`config.mk`:
```
export PLATFORM = sky130hd
export DESIGN_NAME = serial_adder
export DESIGN_NICKNAME = d
export VERILOG_FILES = /design/src/rtl/serial_adder.sv
export SDC_FILE = /design/constraint.sdc
export NUM_CORES = 1
export LEC_CHECK = 0
export CORE_MARGIN = 2
export CORE_UTILIZATION = 45
export DETAILED_ROUTE_END_ITERATION = 8
export GPL_TIMING_DRIVEN = 0
export PLACE_DENSITY = 0.73
export SETUP_SLACK_MARGIN = 0.4
export SLEW_MARGIN = 30
export SYNTH_ARGS = -nofsm -noshare
export SYNTH_HDL_FRONTEND = slang
export SYNTH_SLANG_ARGS = --single-unit
```
`constraint.sdc`:
```
create_clock -name clk -period 1.4 [get_ports clk]
set_input_delay 0.21 -clock clk [delete_from_list [all_inputs] [get_ports clk]]
set_output_delay 0.21 -clock clk [all_outputs]
set_load 0.03 [all_outputs]
```
`src/rtl/serial_adder.sv`:
```
// serial_adder: bit-serial WIDTH-bit adder built from one full-adder cell and a carry flop, LSB first.
// Latency: start accepted at T -> busy T+1..T+WIDTH, done pulse and result at T+WIDTH+1.
// Optional macro SERIAL_ADDER_SUB_EN adds the sub port (A-B via ~B and carry-in 1); start ignored while busy.
module serial_adder #(
  parameter int WIDTH = 8
) (
  input  logic             clk,
  input  logic             rst,
  input  logic             start,
  input  logic [WIDTH-1:0] a,
  input  logic [WIDTH-1:0] b,
`ifdef SERIAL_ADDER_SUB_EN
  input  logic             sub,
`endif
  output logic             busy,
  output logic             done,
  output logic [WIDTH-1:0] sum,
  output logic             carry,
  output logic             overflow
);

  localparam int CW = $clog2(WIDTH);

  typedef enum logic [1:0] {
    IDLE = 2'd0,
    RUN  = 2'd1,
    DONE = 2'd2
  } state_t;

  state_t           state;
  state_t           state_nxt;
  logic [WIDTH-1:0] a_sr;
  logic [WIDTH-1:0] b_sr;
  // Holds the WIDTH-1 low result bits; the MSB comes straight from the cell on the last step.
  logic [WIDTH-2:0] res_sr;
  logic [WIDTH-1:0] res_ext;
  logic             cff;
  logic [CW-1:0]    cnt;
  logic             s_bit;
  logic             c_out;
  logic             last;
  logic             load;
  logic             sub_cap;

`ifdef SERIAL_ADDER_SUB_EN
  assign sub_cap = sub;
`else
  assign sub_cap = 1'b0;
`endif

  // Single full-adder cell on the register LSBs plus the shifted result view.
  always_comb begin
    s_bit   = a_sr[0] ^ b_sr[0] ^ cff;
    c_out   = (a_sr[0] & b_sr[0]) | (cff & (a_sr[0] ^ b_sr[0]));
    res_ext = {s_bit, res_sr};
    last    = (cnt == CW'(WIDTH - 1));
  end

  // Next-state decode and handshake outputs; DONE accepts start like IDLE for back-to-back use.
  always_comb begin
    state_nxt = state;
    busy      = 1'b0;
    done      = 1'b0;
    load      = 1'b0;
    case (state)
      IDLE: begin
        if (start) begin
          load      = 1'b1;
          state_nxt = RUN;
        end
      end
      RUN: begin
        busy = 1'b1;
        if (last) begin
          state_nxt = DONE;
        end
      end
      DONE: begin
        done = 1'b1;
        if (start) begin
          load      = 1'b1;
          state_nxt = RUN;
        end else begin
          state_nxt = IDLE;
        end
      end
      default: begin
        state_nxt = IDLE;
      end
    endcase
  end

  // State register; reset aborts any operation in flight.
  always_ff @(posedge clk) begin
    if (rst) begin
      state <= IDLE;
    end else begin
      state <= state_nxt;
    end
  end

  // Operand capture, one bit per cycle while running, and result publish on the final bit.
  always_ff @(posedge clk) begin
    if (rst) begin
      a_sr     <= '0;
      b_sr     <= '0;
      res_sr   <= '0;
      cff      <= 1'b0;
      cnt      <= '0;
      sum      <= '0;
      carry    <= 1'b0;
      overflow <= 1'b0;
    end else if (load) begin
      a_sr <= a;
      b_sr <= sub_cap ? ~b : b;
      cff  <= sub_cap;
      cnt  <= '0;
    end else if (state == RUN) begin
      a_sr   <= a_sr >> 1;
      b_sr   <= b_sr >> 1;
      res_sr <= res_ext[WIDTH-1:1];
      cff    <= c_out;
      if (last) begin
        // cff still holds the carry into the MSB here, so the overflow XOR is formed directly.
        sum      <= res_ext;
        carry    <= c_out;
        overflow <= c_out ^ cff;
      end else begin
        cnt <= cnt + CW'(1);
      end
    end
  end

endmodule
```
==> impl_metrics.csv, run 1 <==
group,metric,value,unit
placement,dp.cells,256,
critical_path,crit_family,"flip-flops",
grt,gr-usage-met2,0.464,
sta,rsz0062_at_grt,"yes",
sta,finalMaxSlewViolations,0,
grt,grt_max_degree,13,
synthesis,synth_area_leaders,"dfxtp_1 48%, nand2_1 12%, a21oi_1 5.6%",
clock_network,clkLatencyLatePin,0.38,ns
min_path,hold_class,"in2reg",
final_layout,final_common_cell,"buf_6",
placement,port_buffers,29,
final_layout,final_util,0.905,
synthesis,yosys_register_bits,39,
critical_path,cp-end-kind,"flip-flop",
final_layout,multi_input_area,1180,um^2
critical_path,critical_path_class,"reg2reg",
sta,slew-limit-headroom,0.445,
synthesis,synth_top_area_frac,0.483,
sta,tightest_slew,0.832,ns
clock_network,hold_buffers,0,
critical_path,startpoint_type,"flip-flop",
power,leakage,1.23,nW
floorplanning,io_pins,31,
grt,use_met1,0.309,
power,power,2.69,mW
critical_path,crit_path_max_incr_delay,0.35,ns
final_layout,n_antenna_cell,0,
grt,grt_pass1_wl,8050,um
power,sequentialPowerShare,0.451,
clock_network,cts_tree,"built",
placement,hpwl,2520,um
sta,fmax,690,MHz
grt,grt_pass1_vias,1638,
critical_path,critPathSlowestCell,"dfxtp_2",
clock_network,clk_pin_slew_worst_paths,0.11,ns
drt,routed_wl,6820,um
run_status,status,"complete, but fails checks",
run,maxCapViolations,0,
sta,final_hold_viol_count,0,
critical_path,worstPathArrival,1.67,ns
critical_path,path_cells,"ha_4 -> ha_4 -> nor3b_4 -> buf_4 -> xnor2_2 -> nor3_4",
clock_network,cts.path.max_buffers,2,
placement,placed_cell_area,2030,um^2
grt,overflow,0,
synthesis,syn_inst,181,
sta,finalSetupViolCount,6,
floorplanning,dieArea,4090,um^2
synthesis,synth-seq-area-share,0.483,
power,ir_worst_vdd,890,uV
final_layout,fin_area,3070,um^2
floorplanning,die_h,63.9,um
power,pwr-share-clk,0.288,
synthesis,postSynthAreaPerCell,8.93,um^2
sta,finalCritPeriodShare,1.03,
final_layout,nets,276,
power,switching_share,0.297,
drt,antenna_left,0,
critical_path,worst_path_most_repeated_cell,"ha_4",
drt,vias,1726,
sta,whs,0.416,ns
sta,skew,0.0307,ns
power,power_density,876,nW/um^2
floorplanning,initial_core_util,0.477,
grt,grt_antenna_before_repair,0,
critical_path,worstPathMaxFanout,4,
final_layout,finalNonFillerCells,301,
synthesis,syn_nets,203,
synthesis,synth_top_cell_by_area,"dfxtp_1",
clock_network,root_buffer,"clkbuf_4",
floorplanning,num_rows,21,
clock_network,cts_inserted_buffers,5,
power,p_sw,0.798,mW
critical_path,crit_buf_inv,1,
final_layout,drive_gt1_frac,0.678,
floorplanning,core_region_area,3390,um^2
drt,drt-wirelength-per-cell,22.6,um
critical_path,worstPathRequired,1.62,ns
clock_network,cts.sinks,39,
placement,place.gp.congestion,0.746,
power,comb_power_share,0.261,
power,p_int,1.89,mW
final_layout,regArea,807,um^2
sta,worst_slack,-0.0486,ns
final_layout,n_fill_cell,129,
clock_network,h-tree-depth,2,
sta,tns,-0.118,ns
synthesis,netlist_area,1620,um^2
synthesis,synth_cell_types,28,
grt,use_met3,0.0687,
floorplanning,die_w,63.9,um
sta,min_period,1.45,ns
final_layout,final_cell_mix,"26 x buf_6, 22 x dfxtp_1, 20 x nand2_1",
drt,via_per_inst,5.73,
drt,drc,0,
grt,grtUsageTotal,0.264,
synthesis,yosys_warnings,0,
final_layout,syn_to_final_growth,89.8,%
drt,drt_iter0_drc,163,
placement,pre_cts_ws,-0.273,ns
grt,top_usage_layer,"met2",
drt,first_pass_iters,4,
run_status,violations,"negative setup slack",
-- metal layers --
layer	up-vias	wire length, um
met4	0	214
met1	851	2510
li1	768	-
met3	27	457
met5	-	0
met2	80	3640
-- worst register-to-register path, delay by kind of cell, from the launching register on --
family / cells / cell delay, ns
buf+inv: 1 / 0.18
xor+xnor: 1 / 0.12
simple gates: 2 / 0.34
flops: 1 / 0.35
fa+ha+maj: 2 / 0.33
-- final cells by class --
class / count / share of cell area
Inverter: 1 / 0.00204
Tap cell: 46 / 0.0188
Sequential cell: 39 / 0.263
Clock buffer: 7 / 0.0249
Clock inverter: 1 / 0.00163
Timing Repair Buffer: 66 / 0.254
Multi-Input combinational cell: 128 / 0.386
Buffer: 13 / 0.0498
-- power groups by stage --
stage                     sequential, mW  combinational, mW  clock [mW]
after CTS                           1.20              0.547       0.731
after detailed placement            1.22              0.309           0
after global routing                1.22              0.727       0.832
after floorplan                     1.21              0.209           0
after global placement              1.22              0.299           0
final                               1.21              0.701       0.775
-- synth_stat cells --
cell and n:
a21oi_1 18, buf_2 5, a311oi_1 4, xnor2_1 2
nand3_1 2, a22oi_1 1, nor2_1 13, ha_1 2
buf_8 1, a211oi_1 1, nor3b_4 1, clkbuf_1 3
nand2b_1 1, nor3_2 3, o22ai_1 4, nand2b_4 1
nand2_1 51, inv_4 1, fa_1 1, mux2i_1 4
buf_4 2, nand3b_1 1, nor2b_1 2, and3b_1 1
dfxtp_1 39, nor3_1 10, buf_6 2, a311oi_2 5
-- registers in the layout (all words and copies together) (netlist names) --
register,cells
a_sr,8
sum,8
overflow,1
res_sr,7
cff,1
carry,1
cnt,3
state,2
b_sr,8
-- what timing repair did --
item / CTS / global route
buffers inserted: 21 / 10
pin swaps: 26 / 20
gates cloned: 5 / 1
setup endpoints to repair: 51 / 51
gates resized for setup: 176 / 63
-- logic make-up (layout without fill, tap and decap cells) --
kind of cell,count (synthesis),in the layout,share of synthesized area
simple gates,86,86,0.246
flops,39,39,0.483
compound gates,33,33,0.149
buf+inv,14,88,0.0588
mux,4,4,0.0248
fa+ha+maj,3,3,0.0279
xor+xnor,2,2,0.0108
-- worst paths after layout --
kind	from	end	slack, ns	depth (start not counted)
max	cnt[0]	cnt[0]	-0.05	6
min	rst	state[1]	0.42	2
min reg2reg	sum[5]	sum[5]	0.47	2
max reg2reg	cnt[0]	cnt[0]	-0.05	6
No activity file was read; power rests on OpenSTA's default activity.
==> inputs of run 2 (changes only) <==
--- a/config.mk
+++ b/config.mk
@@ -10,6 +10,7 @@
 export DETAILED_ROUTE_END_ITERATION = 8
 export GPL_TIMING_DRIVEN = 0
 export PLACE_DENSITY = 0.73
+export REMOVE_ABC_BUFFERS = 1
 export SETUP_SLACK_MARGIN = 0.4
 export SLEW_MARGIN = 30
 export SYNTH_ARGS = -nofsm -noshare
==> run 2 against run 1 <==
Net effect: the flow still finishes with violations (negative setup slack); sequential share of layout area grew 5.0 points; count of clock-buffer cells in the layout shrank 2; global-route usage decreased by 5.9 points; wire length fell by 32%; flip-flop and latch count unchanged; setup slack better by 0.028 ns; design area is 16% lower; via count shrank 12%; highest routed layer unchanged; register-to-register slack better by 0.03 ns; final cell count down 5.3%; clock skew shrank 0.014 ns; first-iteration DRC count down 56%.
==> impl_metrics.csv, run 2 (synthesis results as in run 1) <==
group,metric,value,unit
final_layout,drive_gt1_frac,0.460,
sta,finalCritPeriodShare,1.01,
drt,first_pass_iters,4,
run_status,status,"complete, but fails checks",
floorplanning,core_region_area,3390,um^2
sta,tightest_slew,0.762,ns
critical_path,reg2reg_depth,5,
critical_path,cp-end-kind,"flip-flop",
sta,skew,0.0167,ns
clock_network,root_buffer,"clkbuf_4",
critical_path,crit_family,"flip-flops",
floorplanning,io_pins,31,
final_layout,nets,260,
critical_path,startpoint_type,"flip-flop",
grt,grt_pass1_vias,1394,
critical_path,worstPathRequired,1.61,ns
clock_network,cts_inserted_buffers,5,
sta,slew-limit-headroom,0.492,
floorplanning,num_rows,21,
drt,via_per_inst,5.35,
drt,vias,1525,
sta,finalSetupViolCount,3,
floorplanning,dieArea,4090,um^2
critical_path,critPathCapture,"cnt[1]",
critical_path,r2r_setup_slack,-0.02,ns
final_layout,final_common_cell,"nand2_1",
sta,min_period,1.42,ns
power,ir_worst_vdd,836,uV
floorplanning,initial_core_util,0.477,
floorplanning,die_h,63.9,um
final_layout,largestRegisters,"a_sr (8), b_sr (8), sum (8)",
run,maxCapViolations,0,
clock_network,cts_tree,"built",
clock_network,clkLatencyLatePin,0.36,ns
critical_path,worstPathArrival,1.63,ns
drt,routed_wl,4630,um
grt,overflow,0,
drt,drt-wirelength-per-cell,16.3,um
drt,drc,0,
sta,final_hold_viol_count,0,
grt,grtUsageTotal,0.204,
critical_path,crit_buf_inv,0,
critical_path,r2r_start,"cnt[0]",
placement,hpwl,1960,um
run_status,violations,"negative setup slack",
min_path,hold_class,"in2reg",
sta,fmax,704,MHz
drt,antenna_left,0,
clock_network,hold_buffers,0,
final_layout,final_cell_mix,"38 x nand2_1, 23 x dfxtp_1, 19 x buf_6",
clock_network,clk_pin_slew_worst_paths,0.12,ns
placement,port_buffers,30,
power,leakage,0.978,nW
final_layout,syn_to_final_growth,59.1,%
sta,whs,0.413,ns
floorplanning,die_w,63.9,um
critical_path,critical_path_class,"reg2reg",
min_path,worstHoldStart,"rst",
critical_path,crit_path_max_incr_delay,0.36,ns
drt,drt_iter0_drc,71,
critical_path,path_cells,"ha_4 -> ha_4 -> nor3b_4 -> mux2i_1 -> nor3_2",
sta,finalMaxSlewViolations,0,
clock_network,h-tree-depth,2,
clock_network,cts.path.max_buffers,2,
final_layout,final_util,0.759,
clock_network,cts.sinks,39,
critical_path,reg2reg_to,"cnt[1]",
critical_path,critical_path.startpoint,"cnt[0]",
grt,grt_antenna_before_repair,0,
grt,grt_pass1_wl,6580,um
placement,place.gp.congestion,0.753,
critical_path,cp.depth,5,
power,power_density,961,nW/um^2
sta,rsz0062_at_grt,"yes",
sta,worst_slack,-0.0210,ns
critical_path,worstPathMaxFanout,3,
critical_path,worst_path_most_repeated_cell,"ha_4",
critical_path,critPathSlowestCell,"dfxtp_2",
final_layout,n_antenna_cell,0,
grt,grt_max_degree,40,
-- run 2: cell types whose count changed in the layout (fill, tap and decap cells not counted), sizes merged --
cell,previous run,this run
clkdlybuf4s50,17,16
buf,59,40
nand2b,2,6
bufinv,0,1
dlygate4sd2,0,1
clkbuf,10,5
clkinv,1,4
-- run 2: worst min path at each step --
stage	to	slack, ns	cells past startpoint
global placement	sum[0]	0.44	2
CTS	a_sr[7]	0.39	3
detailed placement	sum[5]	0.45	2
global route	state[1]	0.41	2
floorplan	a_sr[2]	0.28	1
finish	state[1]	0.41	2
-- run 2: routing by layer --
layer,track usage,vias up,part of all wire
li1,-,737,-
met1,0.248,731,0.42
met2,0.349,48,0.52
met3,0.0546,9,0.038
met4,0.0652,0,0.023
met5,0,-,0
-- run 2: metrics by stage --
stage / instances / setup WS [ns] / power (mW) / TNS (ns) / cell area [um^2]
4_1_cts: 271 / 0.00449 / 2.32 / 0 / 2250
3_5_place_dp: 244 / -0.549 / 1.47 / -8.89 / 1880
5_1_grt: 285 / -0.0847 / 2.57 / -0.224 / 2570
2_1_floorplan: 168 / -0.0389 / 1.36 / -0.353 / 1530
6_report: 285 / -0.0210 / 2.47 / -0.0409 / 2570
3_3_place_gp: 244 / -0.611 / 1.46 / -22.04 / 1890
-- run 2: power breakdown --
part           total (mW)  switching [mW]  internal (mW)  leakage, nW
logic               0.478           0.234          0.244        0.607
clock network       0.783           0.407          0.376       0.0452
registers            1.21          0.0531           1.16        0.326
-- run 2: worst reg2reg max path, cell delays in order, from the launching register on --
cell	delay, ns
dfxtp_2	0.36
ha_4	0.16
ha_4	0.17
nor3b_4	0.28
mux2i_1	0.28
nor3_2	0.06
-- run 2: layout make-up --
| class | count | area [um^2] |
|---|---|---|
| multi-input combinational | 132 | 968 |
| timing repair buffer | 57 | 611 |
| timing repair inverter | 2 | 32.5 |
| fill | 222 | 817 |
| inverter | 1 | 16.3 |
| tap | 46 | 57.6 |
| clock buffer | 5 | 37.5 |
| sequential | 39 | 806 |
| clock inverter | 3 | 43.8 |
-- run 2: what timing repair did --
action / CTS / global route
setup endpoints to repair: 51 / 51
resized for setup: 121 / 55
setup buffers: 14 / 12
gates cloned: 5 / 2
pin swaps: 4 / 22
